--- src/rtl/drop_arbiter.sv ---
// rtl/drop_arbiter.sv - Connect Four turn scheduler owning the column-drop write port (optional UNDO_EN undo stack)
module drop_arbiter #(
  parameter int AI_TIMEOUT = 1000000,
  parameter int ROWS       = 6
) (
  input  logic        clk_i,
  input  logic        rst_i,
  input  logic        mode_i,
  input  logic        term_i,
  input  logic [20:0] column_counts_i,
  input  logic        human_req_i,
  input  logic [2:0]  human_col_i,
  input  logic        ai_req_i,
  input  logic [2:0]  ai_col_i,
`ifdef UNDO_EN
  input  logic        undo_i,
  output logic        clr_en_o,
  output logic [2:0]  clr_col_o,
`endif
  output logic        ai_start_o,
  output logic        wr_en_o,
  output logic [2:0]  wr_col_o,
  output logic        wr_player_o,
  output logic        player_o,
  output logic        illegal_o,
  output logic        ai_fault_o,
  output logic        draw_o,
  output logic        busy_o
);

  localparam int         TW       = (AI_TIMEOUT > 2) ? $clog2(AI_TIMEOUT) : 1;
  localparam logic [5:0] MAX_MOVE = 6'd42;

  typedef enum logic [2:0] {
    IDLE, WAIT_H, COMMIT, SETTLE, AI_START, AI_WAIT, DONE
`ifdef UNDO_EN
    , UNDO
`endif
  } state_t;

  state_t        state_q, state_d;
  logic          mode_q, mode_d;
  logic          player_q, player_d;
  logic [5:0]    moves_q, moves_d;
  logic [TW-1:0] tmo_q, tmo_d;
  logic          wr_en_q, wr_en_d;
  logic [2:0]    wr_col_q, wr_col_d;
  logic          wr_player_q, wr_player_d;
  logic          illegal_q, illegal_d;
  logic          ai_fault_q, ai_fault_d;
  logic          ai_start_q, ai_start_d;
  logic          draw_q, draw_d;
  logic          busy_q, busy_d;
  logic [2:0]    fb_col;
`ifdef UNDO_EN
  logic          clr_en_q, clr_en_d;
  logic [2:0]    clr_col_q, clr_col_d;
  logic [1:0]    pops_q, pops_d;
  logic [2:0]    hist_q [42];
`endif

  // A column accepts a piece only if it exists and is not yet full.
  function automatic logic col_legal(input logic [2:0] c, input logic [20:0] counts);
    logic [23:0] ext;
    logic [2:0]  cnt;
    ext = {3'd0, counts};
    cnt = ext[5'(c) * 5'd3 +: 3];
    return (c != 3'd7) && ({29'd0, cnt} < 32'(ROWS));
  endfunction

  // Lowest-index legal column; scanning downward lets the lowest hit win.
  function automatic logic [2:0] fallback_of(input logic [20:0] counts);
    logic [2:0] f;
    f = 3'd0;
    for (int i = 6; i >= 0; i--) begin
      if (col_legal(3'(i), counts)) f = 3'(i);
    end
    return f;
  endfunction

  assign fb_col = fallback_of(column_counts_i);

  // Next-state and registered-output decisions for the turn FSM.
  always_comb begin
    state_d     = state_q;
    mode_d      = mode_q;
    player_d    = player_q;
    moves_d     = moves_q;
    tmo_d       = tmo_q;
    wr_en_d     = 1'b0;
    wr_col_d    = wr_col_q;
    wr_player_d = wr_player_q;
    illegal_d   = 1'b0;
    ai_fault_d  = 1'b0;
    ai_start_d  = 1'b0;
    draw_d      = draw_q;
`ifdef UNDO_EN
    clr_en_d    = 1'b0;
    clr_col_d   = clr_col_q;
    pops_d      = pops_q;
`endif
    case (state_q)
      IDLE: begin
        mode_d  = mode_i;
        state_d = WAIT_H;
      end
      WAIT_H: begin
        if (human_req_i) begin
          if (col_legal(human_col_i, column_counts_i)) begin
            state_d     = COMMIT;
            wr_en_d     = 1'b1;
            wr_col_d    = human_col_i;
            wr_player_d = player_q;
          end else begin
            illegal_d = 1'b1;
          end
        end
`ifdef UNDO_EN
        else if (undo_i && (moves_q != 6'd0)) begin
          state_d = UNDO;
          pops_d  = (mode_q && (moves_q >= 6'd2)) ? 2'd2 : 2'd1;
        end
`endif
      end
      COMMIT: begin
        if (moves_q < MAX_MOVE) moves_d = moves_q + 6'd1;
        state_d = SETTLE;
      end
      SETTLE: begin
        if (term_i) begin
          state_d = DONE;
        end else if (moves_q == MAX_MOVE) begin
          state_d = DONE;
          draw_d  = 1'b1;
        end else begin
          player_d = ~player_q;
          if (mode_q && !player_q) begin
            state_d    = AI_START;
            ai_start_d = 1'b1;
          end else begin
            state_d = WAIT_H;
          end
        end
      end
      AI_START: begin
        tmo_d   = '0;
        state_d = AI_WAIT;
      end
      AI_WAIT: begin
        if (ai_req_i || (tmo_q == TW'(AI_TIMEOUT - 1))) begin
          state_d     = COMMIT;
          wr_en_d     = 1'b1;
          wr_player_d = player_q;
          if (ai_req_i && col_legal(ai_col_i, column_counts_i)) begin
            wr_col_d = ai_col_i;
          end else begin
            wr_col_d   = fb_col;
            ai_fault_d = 1'b1;
          end
        end else begin
          tmo_d = tmo_q + 1'b1;
        end
      end
`ifdef UNDO_EN
      UNDO: begin
        clr_en_d  = 1'b1;
        clr_col_d = hist_q[moves_q - 6'd1];
        moves_d   = moves_q - 6'd1;
        pops_d    = pops_q - 2'd1;
        if (pops_q == 2'd1) begin
          state_d = WAIT_H;
          if (!mode_q) player_d = ~player_q;
        end
      end
`endif
      DONE: begin
        state_d = DONE;
      end
      default: begin
        state_d = IDLE;
      end
    endcase
    // A win seen outside COMMIT/SETTLE freezes everything; COMMIT finishes and SETTLE handles term itself.
    if (term_i && (state_q != COMMIT) && (state_q != SETTLE) && (state_q != DONE)) begin
      state_d     = DONE;
      player_d    = player_q;
      moves_d     = moves_q;
      tmo_d       = tmo_q;
      wr_en_d     = 1'b0;
      wr_col_d    = wr_col_q;
      wr_player_d = wr_player_q;
      illegal_d   = 1'b0;
      ai_fault_d  = 1'b0;
      ai_start_d  = 1'b0;
`ifdef UNDO_EN
      clr_en_d    = 1'b0;
      clr_col_d   = clr_col_q;
`endif
    end
    busy_d = (state_d != IDLE) && (state_d != DONE);
  end

  // State and output registers with asynchronous active-low reset.
  always_ff @(posedge clk_i or negedge rst_i) begin
    if (!rst_i) begin
      state_q     <= IDLE;
      mode_q      <= 1'b0;
      player_q    <= 1'b0;
      moves_q     <= 6'd0;
      tmo_q       <= '0;
      wr_en_q     <= 1'b0;
      wr_col_q    <= 3'd0;
      wr_player_q <= 1'b0;
      illegal_q   <= 1'b0;
      ai_fault_q  <= 1'b0;
      ai_start_q  <= 1'b0;
      draw_q      <= 1'b0;
      busy_q      <= 1'b0;
`ifdef UNDO_EN
      clr_en_q    <= 1'b0;
      clr_col_q   <= 3'd0;
      pops_q      <= 2'd0;
`endif
    end else begin
      state_q     <= state_d;
      mode_q      <= mode_d;
      player_q    <= player_d;
      moves_q     <= moves_d;
      tmo_q       <= tmo_d;
      wr_en_q     <= wr_en_d;
      wr_col_q    <= wr_col_d;
      wr_player_q <= wr_player_d;
      illegal_q   <= illegal_d;
      ai_fault_q  <= ai_fault_d;
      ai_start_q  <= ai_start_d;
      draw_q      <= draw_d;
      busy_q      <= busy_d;
`ifdef UNDO_EN
      clr_en_q    <= clr_en_d;
      clr_col_q   <= clr_col_d;
      pops_q      <= pops_d;
`endif
    end
  end

`ifdef UNDO_EN
  // History stack is indexed by the move counter, so push lands at the current depth.
  always_ff @(posedge clk_i) begin
    if ((state_q == COMMIT) && (moves_q < MAX_MOVE)) hist_q[moves_q] <= wr_col_q;
  end

  assign clr_en_o  = clr_en_q;
  assign clr_col_o = clr_col_q;
`endif

  assign ai_start_o  = ai_start_q;
  assign wr_en_o     = wr_en_q;
  assign wr_col_o    = wr_col_q;
  assign wr_player_o = wr_player_q;
  assign player_o    = player_q;
  assign illegal_o   = illegal_q;
  assign ai_fault_o  = ai_fault_q;
  assign draw_o      = draw_q;
  assign busy_o      = busy_q;

endmodule

--- config.mk ---
export PLATFORM = sky130hd
export DESIGN_NAME = drop_arbiter
export DESIGN_NICKNAME = d
export VERILOG_FILES = /design/src/rtl/drop_arbiter.sv
export SDC_FILE = /design/constraint.sdc
export NUM_CORES = 1
export LEC_CHECK = 0
export CORE_MARGIN = 2
export CORE_UTILIZATION = 25
export DETAILED_ROUTE_END_ITERATION = 10
export PLACE_DENSITY = 0.46
export REMOVE_ABC_BUFFERS = 1
export SLEW_MARGIN = 20
export SYNTH_ARGS = -nofsm -noshare
export SYNTH_HDL_FRONTEND = slang
export SYNTH_SLANG_ARGS = --single-unit
--- constraint.sdc ---
create_clock -name clk_i -period 6.95 [get_ports clk_i]
set_clock_uncertainty 0.2 [all_clocks]
set_input_delay 1.39 -clock clk_i [delete_from_list [all_inputs] [get_ports clk_i]]
set_output_delay 1.39 -clock clk_i [all_outputs]
set_load 0.005 [all_outputs]
; Word level (Yosys, flattened, before mapping)
; Index checks and enable logic that the tools add are counted.
; W data, S select, Z words.
[word_totals]
in_bits = 33
register_bits = 41
[classes]
reduce_logical = 19
mul = 2
eq_ne = 18
magnitude_cmp = 10
shift = 2
n_addsub = 2
muxes = 44
bitwise_logic = 4
[ops]
columns = operator, n
row1 = $mux W3, 18
row2 = $shiftx A24 B6 Y3, 2
row3 = $pmux W20 S2, 1
row4 = $lt A3 B3 Y1 const B, 9
row5 = $pmux W3 S7, 1
row6 = $add A20 B1 Y20 const B, 1
row7 = $eq A20 B20 Y1 const B, 1
row8 = $mux W1, 20
row9 = $mux W20, 1
row10 = $ne A3 B3 Y1 const B, 4
row11 = $mul A3 B2 Y5 const B, 2
row12 = $eq A3 B3 Y1 const B, 3
row13 = $reduce_and A3 Y1, 3
row14 = $logic_and A1 B1 Y1, 8
row15 = $ne A2 B2 Y1 const B, 4
row16 = $add A6 B1 Y6 const B, 1
row17 = $eq A3 B2 Y1 const B, 2
row18 = $eq A6 B6 Y1 const B, 1
row19 = $lt A6 B6 Y1 const B, 1
row20 = $ne A3 B2 Y1 const B, 2
row21 = $pmux W3 S2, 1
row22 = $reduce_and A5 Y1, 1
row23 = $not A1 Y1, 4
row24 = $pmux W1 S2, 2
row25 = other kinds (7), 8

; Logic depth before layout (Yosys ltp)
[logic_depth]
ltp_word = 11
ltp_mapped = 9
mapped_depth_nobuf = 8

; Least setup slack after synthesis
; No wires, ideal clock.
[synth_path]
path_type = in2reg
from = input column_counts_i[4]
to = register busy_q (netlist: busy_o)
arrival_time_ns = 2.776
setup_slack_ns = 3.847
setup_time_ns = 0.126
path_buffers = 0
required_time_ns = 6.624
stages = 6
cell_sequence = nand2_1 > mux4_2 > o22a_1 > a22oi_1 > nor2_1 > a311o_1
[synth_between]
elab_chain_len = 9
[synth_lines]
columns = item, line_no
row1 = "start, declared", 10  ; input logic [20:0] column_counts_i,
row2 = $shiftx A24 B6 Y3 (*), 67  ; cnt = ext[5'(c) * 5'd3 +: 3];
row3 = $lt A3 B3 Y1 (*), 68  ; return (c != 3'd7) && ({29'd0, cnt} < 32'(ROWS));
row4 = $logic_and A1 B1 Y1 (*), 68
row5 = $mux W3 (*), 109  ; if (col_legal(human_col_i, column_counts_i)) begin
row6 = $mux W3 (*), 108  ; if (human_req_i) begin
row7 = $pmux W3 S7 (*), 102  ; case (state_q)
row8 = $mux W3 (*), 184  ; if (term_i && (state_q != COMMIT) && (state_q != SETTLE) && (state_q != DONE)) begin
row9 = $ne A3 B3 Y1 / $reduce_bool A3 Y1 (equally long branches), 200  ; busy_d = (state_d != IDLE) && (state_d != DONE);
row10 = $logic_and A1 B1 Y1 (*), 200
row11 = via busy_d, 53  ; logic busy_q, busy_d;
row12 = "end signal, assigned", 237  ; busy_q <= busy_d;
row13 = "end, declared", 53
; The timed path passes the listed nets; every way through them passes the cells marked *.
; A chain may end at the register's enable or synchronous reset.

; Worst setup path after layout
; Same ends and word-level chain as after synthesis.

==> impl_results.md <==
- Post-synthesis sequential area ratio: between 40% and 50%
- Fmax: 0.287 GHz
- CTS tree: done
- ANT nets after route: 0
- Max-slew violations: 0
- Starting density of the core: ~25%
- Cell Area, Placed: 2920 um2
- Post-synth EDFFs: 0
- Hold crit path type: flop to flop
- CP peak stage delay: approximately 0.48 ns
- Number of antenna violations at the first check in global routing: 0
- Syn. warnings: 0
- Worst-path clk slew: 0.08 ns
- Top-area cell type share of the netlist area: roughly two fifths
- Final Hold Vio Count: 0
- Post-CTS setup buffers: 0
- Worst-Margin Slew: 0.935 ns
- Drt pass-1 iters: 4
- Synth top area cells: dfrtp_1, xor2_1, nor2_1
- Setup CP Type: input port to flop
- Worst Path Arrival: 3.46 ns
- Total vias in the final route: 2020
- Mux contribution to synthesized area: 4.04%
- Syn Std Cell Area: between 2000 and 2500 um2
- Worst skew pair latency: approximately 0.30 ns
- Top FF cell, synth: dfrtp_1
- Routed wirelength normalized by instance count: 13.8 um
- Layout Nets: between 300 and 400
- Antenna cells: 0
- Total core area: 9640 um2
- Chip height: roughly 100 um
- Hold_buf cts: 0
- Simple-Gate Fraction of Synth Area: 29.0%
- Worst endpoint required time: 6.92 ns
- Avg Inst Size Synth: 9.63 um2
- Netlist cell types: 60
- CTS root buffer: clkbuf_8
- Post-Synth Adder-Cell Area: under 10%
- CTS resizes: 0
- CP Capture Type: flop
- Final min period: between 3 and 4 ns
- Vias/cell: 4.78
- # H-tree levels: 2
- Compound-gate portion of the synthesized area: 12.9%
- Port Buf Inserts: 36
- GRT Total Usage: 11.1%
- Worst path cell trace: clkdlybuf4s50_1, nand2_1, mux4_2, o22a_1, a22oi_1, nor2_1, a311o_1
- Die ar.: about 11000 um2
- Switching pwr: roughly 270 uW
- Largest net degree at the start of global routing: 42
- Post-detail-place hpwl: ~4.1 mm
- Vias in the first global route: 1967
- Setup slack after layout: around 3.5 ns
- Slew HR: 37.7%
- Register share of total power: 45.6%
- Status: finished clean
- Power share of the combinational group: roughly a third
- Die W: around 100 um
- Layout cell share with drive strength beyond 1: 7.93%
- Synth Area in XOR/XNOR: 7.52%
- Total gr overflow: 0
- FFs w/ async S/R, synth: 100%
- Residual DRC count: 0
- # rows: 36
- Pint: about 490 uW
- RSZ-0062 raised after global routing: no
- Cells after Synth: around 250
- Cell with the most instances after synthesis: dfrtp_1
- Max-Cap Viols: 0
- Commonest cells in the synthesized netlist: dfrtp_1, nor2_1, nand2_1
- CP max stage cell: mux4_2
- Period utilization: 50.2%
- Reg2reg setup slack: 4.19 ns
- Worst-path maximum fanout: 5
- CTS Buf Count: 5
- First DRT Iteration DRCs: 97
- Main combinational cell family by area after synthesis: simple AND/OR/NAND/NOR gates
- Worst vdd ir: 0.0992 mV
- Synth area leader: dfrtp_1
- PwrDens: 253 nW/um2
- Critical path buffer and inverter count: 1
- Setup-failing EPs final: 0
- Leakage: roughly 0.0013 uW
- Setup total negative slack: 0 ns
- Total power draw: 762 uW
- Area Overhead vs Synth: 23.3%
- Number of synthesized register bits: 41
- Clock buffer depth: 2
- Clock Power Share: 20.4%
- Switching Share: 36.0%
- Crit path max-delay family: compound AO/OA/AOI/OAI gates
- IO Count: 44
- First-pass GRT wire length: 9.45 mm
- Crit start category: input port
- Setup WS pre-CTS: between 3 and 4 ns
- Fin area: 3020 um2
- Placer congestion estimate: 0.763
- CTS sink cnt: 41
- DRT Wirelength: 5.83 mm
==> per-layer routing <==
layer	part of all wire [%]	routed length [um]	up-vias	GRT usage, %
li1	-	-	992	-
met1	49	2840	979	15.2
met2	46	2690	46	18.1
met3	4.6	269	3	2.10
met4	0.58	34	0	3.04
met5	0	0	-	0
==> state kept, by name, summed over array words and instances, names as in the netlist <==
register,flops
draw_o,1
illegal_o,1
mode_q,1
tmo_q,20
busy_o,1
state_q,3
player_o,1
wr_col_o,3
wr_en_o,1
wr_player_o,1
moves_q,6
ai_start_o,1
ai_fault_o,1
==> per-stage QoR <==
stage	hold slack [ns]	cells	util [%]
finish	0.284	423	31.3
global route	0.303	423	31.3
CTS	0.291	423	31.2
detailed placement	0.269	415	30.3
global placement	0.270	415	30.3
floorplan	0.260	245	-
==> kinds of logic (layout without fill, tap and decap cells) <==
| family | count (synthesis) | count (layout) |
|---|---|---|
| AO/OA/AOI/OAI | 42 | 42 |
| XOR/XNOR | 21 | 21 |
| adder cells (fa/ha/maj) | 3 | 3 |
| buffers and inverters | 15 | 51 |
| flip-flops | 41 | 41 |
| multiplexers | 8 | 8 |
| AND/OR/NAND/NOR | 124 | 124 |
==> worst reg2reg max path: cells and delay by family (launching register included) <==
kind	cells	cell delay (ns)
AO/OA/AOI/OAI	2	0.68
flip-flops	1	0.64
AND/OR/NAND/NOR	4	1.15
==> cells in the final DEF (no fill, tap or decap), drive strengths merged, types with 2 or more instances in the layout <==
| master | n |
|---|---|
| dfrtp | 41 |
| clkdlybuf4s50 | 35 |
| nor2 | 27 |
| nand2 | 23 |
| xor2 | 15 |
| and3 | 13 |
| nand3 | 13 |
| o21ai | 12 |
| nand4 | 10 |
| inv | 6 |
| xnor2 | 6 |
| and2 | 5 |
| clkbuf | 5 |
| a21oi | 5 |
| mux2 | 5 |
| and3b | 4 |
| nand3b | 4 |
| nor2b | 4 |
| nor3 | 4 |
| a211oi | 3 |
| nand2b | 3 |
| ha | 3 |
| a31oi | 3 |
| a211o | 2 |
| o2111ai | 2 |
| or3 | 2 |
| or4 | 2 |
| o221ai | 2 |
| mux2i | 2 |
| clkinv | 2 |
| or4b | 2 |
| nor4 | 2 |
| buf | 2 |
==> area by class of cell <==
class	instances	area, um2
clock buffer	5	68.8
inverter	6	22.5
fill	1070	6620
sequential	41	1030
timing repair buffer	37	363
tap	133	166
clock inverter	3	17.5
multi-input combinational	198	1350
==> power groups by stage <==
stage | Sequential (uW) | Clock [uW] | Combinational [uW]
after global routing | 359 | 172 | 293
after floorplan | 339 | 0 | 159
after global placement | 352 | 0 | 260
after CTS | 348 | 164 | 263
final | 348 | 155 | 259
after detailed placement | 353 | 0 | 261
==> final timing paths <==
| check | endpoint | cells past startpoint | start |
|---|---|---|---|
| setup reg to reg | tmo_q[19] | 6 | state_q[1] |
| hold reg to reg | draw_o | 1 | draw_o |
| max in group asynchronous | tmo_q[17] | 1 | rst_i |
| hold / removal | draw_o | 1 | draw_o |
| setup / recovery | busy_o | 7 | column_counts_i[4] |
| min in group asynchronous | tmo_q[5] | 1 | rst_i |
No activity file was read; power rests on OpenSTA's default activity.
